## config.mk

```make
export PLATFORM = sky130hd
export DESIGN_NAME = mem_arbiter
export DESIGN_NICKNAME = d
export VERILOG_FILES = /design/src/rtl/mem_arb_pkg.sv /design/src/rtl/mem_arb_rr.sv /design/src/rtl/mem_arbiter.sv
export SDC_FILE = /design/constraint.sdc
export NUM_CORES = 1
export LEC_CHECK = 0
export BUFFER_PORTS_ARGS = -buffer_cell sky130_fd_sc_hd__buf_4
export CORE_AREA = 5 5 158 160
export DETAILED_ROUTE_END_ITERATION = 7
export DIE_AREA = 0 0 163 165
export PLACE_DENSITY = 0.5
export SYNTH_ARGS = -nofsm -noshare
export SYNTH_HDL_FRONTEND = slang
export SYNTH_HIERARCHICAL = 1
export SYNTH_SLANG_ARGS = --single-unit
```

## constraint.sdc

```tcl
create_clock -name clk -period 2.5 [get_ports clk]
set_clock_uncertainty 0.05 [all_clocks]
set_input_delay 0.125 -clock clk [delete_from_list [all_inputs] [get_ports clk]]
set_output_delay 0.125 -clock clk [all_outputs]
set_load 0.005 [all_outputs]
```

## src/rtl/mem_arb_pkg.sv

```systemverilog
// rtl/mem_arb_pkg.sv - shared state encodings, master ids and byte-merge helper for mem_arbiter
package mem_arb_pkg;

    localparam logic [1:0] IDLE   = 2'd0;
    localparam logic [1:0] ACCESS = 2'd1;
    localparam logic [1:0] MERGE  = 2'd2;
    localparam logic [1:0] RESP   = 2'd3;

    localparam logic M_IFETCH = 1'b0;
    localparam logic M_LSU    = 1'b1;

    localparam logic [3:0] BE_FULL = 4'b1111;

    function automatic logic [31:0] byte_merge(input logic [31:0] old_word,
                                               input logic [31:0] new_word,
                                               input logic [3:0]  be);
        logic [31:0] r;
        r = old_word;
        for (int i = 0; i < 4; i++) begin
            if (be[i]) begin
                r[8*i +: 8] = new_word[8*i +: 8];
            end
        end
        return r;
    endfunction

endpackage

```

## src/rtl/mem_arb_rr.sv

```systemverilog
// rtl/mem_arb_rr.sv - 2-way round-robin grant with last-grant register
module mem_arb_rr
    import mem_arb_pkg::*;
(
    input  logic       clk,
    input  logic       rst_n,
    input  logic       en_i,
    input  logic [1:0] req_i,
    output logic [1:0] ready_o,
    output logic       gnt_o,
    output logic       fire_o
);

    logic last_q;

    always_comb begin
        gnt_o = M_IFETCH;
        if (req_i[0] && req_i[1]) begin
            gnt_o = ~last_q;
        end else if (req_i[1]) begin
            gnt_o = M_LSU;
        end
        ready_o[0] = en_i && req_i[0] && (gnt_o == M_IFETCH);
        ready_o[1] = en_i && req_i[1] && (gnt_o == M_LSU);
        fire_o     = |(req_i & ready_o);
    end

    // Last-grant starts at the LSU so the fetch port wins the first tie.
    always_ff @(posedge clk or negedge rst_n) begin
        if (!rst_n) begin
            last_q <= M_LSU;
        end else if (fire_o) begin
            last_q <= gnt_o;
        end
    end

endmodule

```

## src/rtl/mem_arbiter.sv

```systemverilog
// rtl/mem_arbiter.sv - two-master single-outstanding memory arbiter with read-modify-write
module mem_arbiter
    import mem_arb_pkg::*;
#(
    parameter logic [31:0] MEM_BASE = 32'h9000_0000
) (
    input  logic        clk,
    input  logic        rst_n,
    input  logic        m0_req_valid,
    output logic        m0_req_ready,
    input  logic [31:0] m0_addr,
    output logic        m0_resp_valid,
    output logic [31:0] m0_resp_data,
    output logic        m0_err,
    input  logic        m1_req_valid,
    output logic        m1_req_ready,
    input  logic [31:0] m1_addr,
    input  logic        m1_we,
    input  logic [3:0]  m1_be,
    input  logic [31:0] m1_wdata,
    output logic        m1_resp_valid,
    output logic [31:0] m1_resp_data,
    output logic        m1_err,
    output logic [31:0] mem_addr,
    output logic [31:0] mem_wdata,
    output logic        mem_we,
    input  logic [31:0] mem_rdata,
    input  logic        mem_sel
);

    logic [1:0]  state_q, state_d;
    logic        id_q;
    logic [31:0] addr_q;
    logic        we_q;
    logic [3:0]  be_q;
    logic [31:0] wdata_q;
    logic [31:0] rdata_q;
    logic        err_q;

    logic [1:0]  ready;
    logic        gnt;
    logic        fire;
    logic        full_store;
    logic        partial_store;

    mem_arb_rr u_rr (
        .clk     (clk),
        .rst_n   (rst_n),
        .en_i    (state_q == IDLE),
        .req_i   ({m1_req_valid, m0_req_valid}),
        .ready_o (ready),
        .gnt_o   (gnt),
        .fire_o  (fire)
    );

    assign m0_req_ready  = ready[0];
    assign m1_req_ready  = ready[1];
    assign full_store    = we_q && (be_q == BE_FULL);
    assign partial_store = we_q && (be_q != 4'b0000) && (be_q != BE_FULL);

    always_comb begin
        state_d = state_q;
        case (state_q)
            IDLE:    if (fire) state_d = ACCESS;
            ACCESS:  state_d = (mem_sel && partial_store) ? MERGE : RESP;
            MERGE:   state_d = RESP;
            default: state_d = IDLE;
        endcase
    end

    always_ff @(posedge clk or negedge rst_n) begin
        if (!rst_n) begin
            state_q <= IDLE;
            id_q    <= M_IFETCH;
            addr_q  <= '0;
            we_q    <= 1'b0;
            be_q    <= 4'b0000;
            wdata_q <= '0;
            rdata_q <= '0;
            err_q   <= 1'b0;
        end else begin
            state_q <= state_d;
            if (fire) begin
                id_q <= gnt;
                if (gnt == M_LSU) begin
                    addr_q  <= m1_addr;
                    we_q    <= m1_we;
                    be_q    <= m1_be;
                    wdata_q <= m1_wdata;
                end else begin
                    addr_q  <= m0_addr;
                    we_q    <= 1'b0;
                    be_q    <= 4'b0000;
                    wdata_q <= '0;
                end
            end
            // A miss returns zero data; the old word is kept for merge and store responses.
            if (state_q == ACCESS) begin
                rdata_q <= mem_sel ? mem_rdata : '0;
                err_q   <= ~mem_sel;
            end
        end
    end

    always_comb begin
        mem_addr  = '0;
        mem_wdata = '0;
        mem_we    = 1'b0;
        if (state_q == ACCESS) begin
            mem_addr = addr_q & ~32'h3;
            if (full_store && mem_sel) begin
                mem_we    = 1'b1;
                mem_wdata = wdata_q;
            end
        end else if (state_q == MERGE) begin
            mem_addr  = addr_q & ~32'h3;
            mem_we    = 1'b1;
            mem_wdata = byte_merge(rdata_q, wdata_q, be_q);
        end
    end

    always_comb begin
        m0_resp_valid = (state_q == RESP) && (id_q == M_IFETCH);
        m1_resp_valid = (state_q == RESP) && (id_q == M_LSU);
        m0_resp_data  = m0_resp_valid ? rdata_q : '0;
        m1_resp_data  = m1_resp_valid ? rdata_q : '0;
        m0_err        = m0_resp_valid && err_q;
        m1_err        = m1_resp_valid && err_q;
    end

endmodule

```

**After elaboration in Yosys (flattened, before gate mapping)**

Index checks and enable logic that the tools add are counted.

- Register bits: 106
- Input port bits: 138
- Output and inout port bits: 135

- Eq/ne operators: 6
- Multiplexer cells: 24
- Bitwise gates (word level): 5
- Reductions and logical operators: 17

Operators by type and width:

| cell | count |
|---|---|
| $mux 32 | 10 |
| $mux 8 | 4 |
| $logic_and 1x1->1 | 14 |
| $mux 1 | 7 |
| $pmux 2 s3 | 1 |
| $eq 2x2->1 const B | 2 |
| $eq 4x4->1 const B | 1 |
| $mux 4 | 1 |
| $ne 4x4->1 const B | 1 |
| $not 1->1 | 4 |
| $reduce_bool 4->1 | 1 |
| $and 2x2->2 | 1 |
| $eq 2x1->1 const B | 1 |
| $logic_not 2->1 | 1 |
| $mux 2 | 1 |
| $ne 2x2->1 const B | 1 |
| $reduce_or 2->1 | 1 |

**Depth between registers and ports, before layout**

- Depth in word-level cells: 8
- Mapped depth: 8
- Gate-level depth less buffers: 6

**Modules after synthesis**

The synthesis kept the hierarchy.

Modules (own cells, without submodules):

| module | times used | cells each | area each (sq um) |
|---|---|---|---|
| mem_arbiter | 1 | 683 | 5,690.5 |
| mem_arb_rr | 1 | 9 | 75.1 |

**Worst setup path after synthesis**

No wires, ideal clock.

- Kind: flip-flop to flip-flop
- Start: register state_q[0]
- End: register addr_q[10]
- Library setup time: 0.137 ns
- Data arrival time: 1.551 ns
- Data required time: 2.313 ns
- Setup slack: 0.762 ns
- Cell stages (with the launch flop): 7
- Path buffers: 2
- Period minus slack after synthesis: 1.738 ns
- Cells stage by stage: dfrtp_1 > inv_1 > ha_1 > o21a_1 > clkbuf_1 > clkbuf_1 > a21oi_1

- Word-level cells in the longest chain between the ends: 5
- Elaborated cells between the ends (all ways): 7
- Classes of those cells: bitwise: 1; reduce/logical: 6

Ends and longest elaborated chain:

| item | RTL line | RTL |
|---|---|---|
| start, declared | mem_arbiter.sv:31 | `logic [1:0] state_q, state_d;` |
| start signal, assigned | mem_arbiter.sv:82 | `state_q <= state_d;` |
| $logic_not 2->1 * | mem_arbiter.sv:49 | `.en_i (state_q == IDLE),` |
| $logic_and 1x1->1 (on tied branches) (2 in series) | mem_arb_rr.sv:23, mem_arb_rr.sv:24 |  |
| $and 2x2->2 * | mem_arb_rr.sv:25 | `fire_o = \|(req_i & ready_o);` |
| $reduce_or 2->1 * | mem_arb_rr.sv:25 |  |
| named net fire | mem_arbiter.sv:42 | `logic fire;` |
| end signal, assigned | mem_arbiter.sv:86 | `addr_q <= m1_addr;` |
| end signal, assigned | mem_arbiter.sv:91 | `addr_q <= m0_addr;` |
| end, declared | mem_arbiter.sv:33 | `logic [31:0] addr_q;` |

Mark *: on every way through the listed nets, which the timed path passes. The rest lies on a longest branch.
A chain may end at the register's enable or synchronous reset.

**Final worst setup path**

- Start: register state_q[0]
- End: output port m0_resp_data[18]

- Word-level cells in the longest chain between the ends: 3

Ends and longest elaborated chain:

| item | RTL line | RTL |
|---|---|---|
| $eq 2x2->1 | mem_arbiter.sv:123 | `m0_resp_valid = (state_q == RESP) && (id_q == M_IFETCH);` |
| $logic_and 1x1->1 | mem_arbiter.sv:123 |  |
| $mux 32 | mem_arbiter.sv:125 | `m0_resp_data = m0_resp_valid ? rdata_q : '0;` |
| end, declared | mem_arbiter.sv:13 | `output logic [31:0] m0_resp_data,` |

Every way passes these cells.

==> flow_metrics.py <==
metrics = {
    "synth": {
        "yosysSeqAreaShare": 0.452,
        "synthMuxAreaShare": 0.0558,
        "synth_top_area_cell": "dfrtp_1",
        "syn_avg_cell_area_sq_um": 8.33,
        "synth.top_cells.by_area": "dfrtp_1 45%, nand2_1 6.6%, o21ai_0 6.1%",
        "synth_top_family_by_area": "simple AND/OR/NAND/NOR gates",
        "synth_top_area_share": 0.447,
        "synth_compound_area_frac": 0.146,
        "synthCells": 692,
        "ys_seq_elements": 104,
        "synth_area_sq_mm": 0.00577,
        "synth_xor_area_frac": 0,
        "synthDistinctLibCells": 33,
        "synth_simple_gate_area_frac": 0.235,
        "yosys.area_share.adder": 0.0109,
        "yosys_warnings": 6,
    },
    "floorplanning": {
        "die_h_um": 165,
        "num_rows": 56,
        "fp.dieArea_sq_mm": 0.0269,
        "num_io_pins": 273,
        "core_sq_mm": 0.0233,
        "die_w_um": 163,
        "initial_core_util": 0.248,
    },
    "worst_setup_path": {
        "critPathLaunchType": "register",
        "worstPathMaxFanout": 34,
        "r2r_cells": 7,
        "cp-end-kind": "output pin",
        "crit_type": "register to output pin",
        "worstPathRequired_ns": 2.33,
        "arrival_ns": 2.14,
    },
    "hold_path": {
        "min_path_cells": 3,
        "hold_class": "input port to register",
    },
    "detailed_routing": {
        "vias": 5645,
        "drtIter0Drc": 193,
        "wl_um": 20400,
        "drc": 0,
        "vias_per_cell": 4.25,
        "dr.pass1.iters": 4,
        "ant_nets": 0,
        "wl_per_cell_um": 15.3,
    },
    "cts": {
        "post_cts_buffers": 0,
        "h-tree-depth": 3,
        "clk_latency_ns": 0.34,
        "clkTransAtPathRegs_ns": 0.07,
        "numCtsBuffers": 9,
        "cts_tree": "yes",
        "clock_path_buffers": 2,
        "cts_root_buf": "clkbuf_16",
        "cts.sinks": 104,
    },
    "global_route": {
        "use_met1": 0.192,
        "gr-usage-met2": 0.249,
        "grt_overflow": 0,
        "grt_busiest_layer": "met2",
        "antenna_found_initial": 2,
        "grt.total_usage": 0.149,
        "grt_max_degree": 73,
        "grt_pass1_vias": 5673,
        "grt_pass1_wl_um": 31900,
        "use_met3": 0.0502,
    },
    "power": {
        "cellLeakagePower_nw": 4.35,
        "max-vdd-ir-drop_mv": 0.469,
        "power_density_mw_per_mm2": 960,
    },
    "job": {
        "cap_violations": 0,
    },
    "timing": {
        "tightest_slew_ns": 0.976,
        "rsz0062_at_grt": "false",
        "max_freq_mhz": 433,
        "fin_crit_sh": 0.925,
        "slew_violations": 0,
        "finalHoldViolations": 0,
        "setup_violations": 0,
        "whs_ns": 0.0175,
        "finalCriticalPeriod_ns": 2.31,
        "tns_ns": 0,
        "slew_headroom": 0.349,
    },
    "place": {
        "io_buffers": 266,
        "hpwl_um": 14700,
        "gp_congestion": 0.768,
        "placed_area_sq_mm": 0.00808,
    },
    "final_layout": {
        "drive_gt1_frac": 0.316,
        "fin_nets": 1144,
        "final_common_cell": "buf_4",
        "area_growth_pct": 58.1,
        "fin_util": 0.392,
        "final_area_sq_mm": 0.00912,
        "layout_common_cells": "281 x buf_4, 103 x dfrtp_1, 101 x nand2_1",
    },
    "outcome": {
        "status": "finished, final reports clean",
    },
}
## worst paths after layout
kind                         startpoint               end  slack, ns
min in group asynchronous         rst_n        addr_q[29]       0.24
max reg2reg                  state_q[1]       rdata_q[28]       0.62
min reg2reg                  addr_q[28]        addr_q[28]       0.47
max                          state_q[0]  m0_resp_data[18]       0.19
max in group asynchronous         rst_n       rdata_q[19]       1.32
min                        m1_wdata[19]       wdata_q[19]       0.02
## logic make-up after synthesis
family / count (synthesis)
and+or+nand+nor: 276
AOI/OAI and AO/OA: 140
buffers and inverters: 134
DFF: 104
muxes: 32
adders and majority gates: 5
other: 1
## Yosys cell counts (all sizes together)
library cell,instances
and3,33
ha,5
nand2b,1
a31oi,1
nand2,101
nor2,32
conb,1
o22ai,32
a21boi,1
inv,74
a41oi,1
dfrtp,103
nor2b,32
and4,1
and2,36
nand3,38
o21a,1
o211ai,1
nor4,1
and2b,1
clkbuf,34
o21ai,70
o311ai,1
dfstp,1
a21oi,32
mux2,1
mux2i,31
buf,26
## through the flow
| stage | std cells | power [mW] | setup WS, ns |
|---|---|---|---|
| after floorplan | 693 | 5.30 | 0.762 |
| after global placement | 1238 | 7.19 | 0.506 |
| after detailed placement | 1238 | 7.22 | 0.482 |
| after CTS | 1325 | 8.92 | 0.0797 |
| after global routing | 1327 | 9.57 | 0.0154 |
| final | 1327 | 8.75 | 0.189 |
## routing by layer
layer  share of wire  vias up
li1                -     2873
met1            0.44     2570
met2            0.48      193
met3           0.078        9
met4          0.0082        0
met5               0        -
## report_power, final
group	total, mW	internal (mW)	switching (mW)
Sequential	2.95	2.45	0.503
Clock	1.55	0.881	0.665
Combinational	4.25	1.93	2.32
## critical path, stage by stage, from the launching register on
cell,delay [ns]
dfrtp_1,0.42
ha_1,0.21
and2b_1,0.78
and2_1,0.25
buf_4,0.12
## registers in the layout, indices dropped and copies added (netlist names)
signal,flops
id_q,1
addr_q,30
be_q,4
wdata_q,32
we_q,1
u_rr/last_q,1
state_q,2
err_q,1
rdata_q,32
## cell type report
type | instances | area [sq um]
fillers | 2490 | 14100
clock inverters | 5 | 81.3
clock buffers | 11 | 233
repair buffers | 357 | 2910
well taps | 319 | 399
diodes | 2 | 5.00
inverters | 74 | 278
flip-flops and latches | 104 | 2600
multi-input cells | 455 | 2610
## repair_timing
item | 4_1_cts | 5_1_grt
hold endpoints to repair | 106 | 0
setup endpoints to repair | 0 | 1
hold buffers | 71 | 0
gates resized for setup | 0 | 1
No activity file was read; power rests on OpenSTA's default activity.
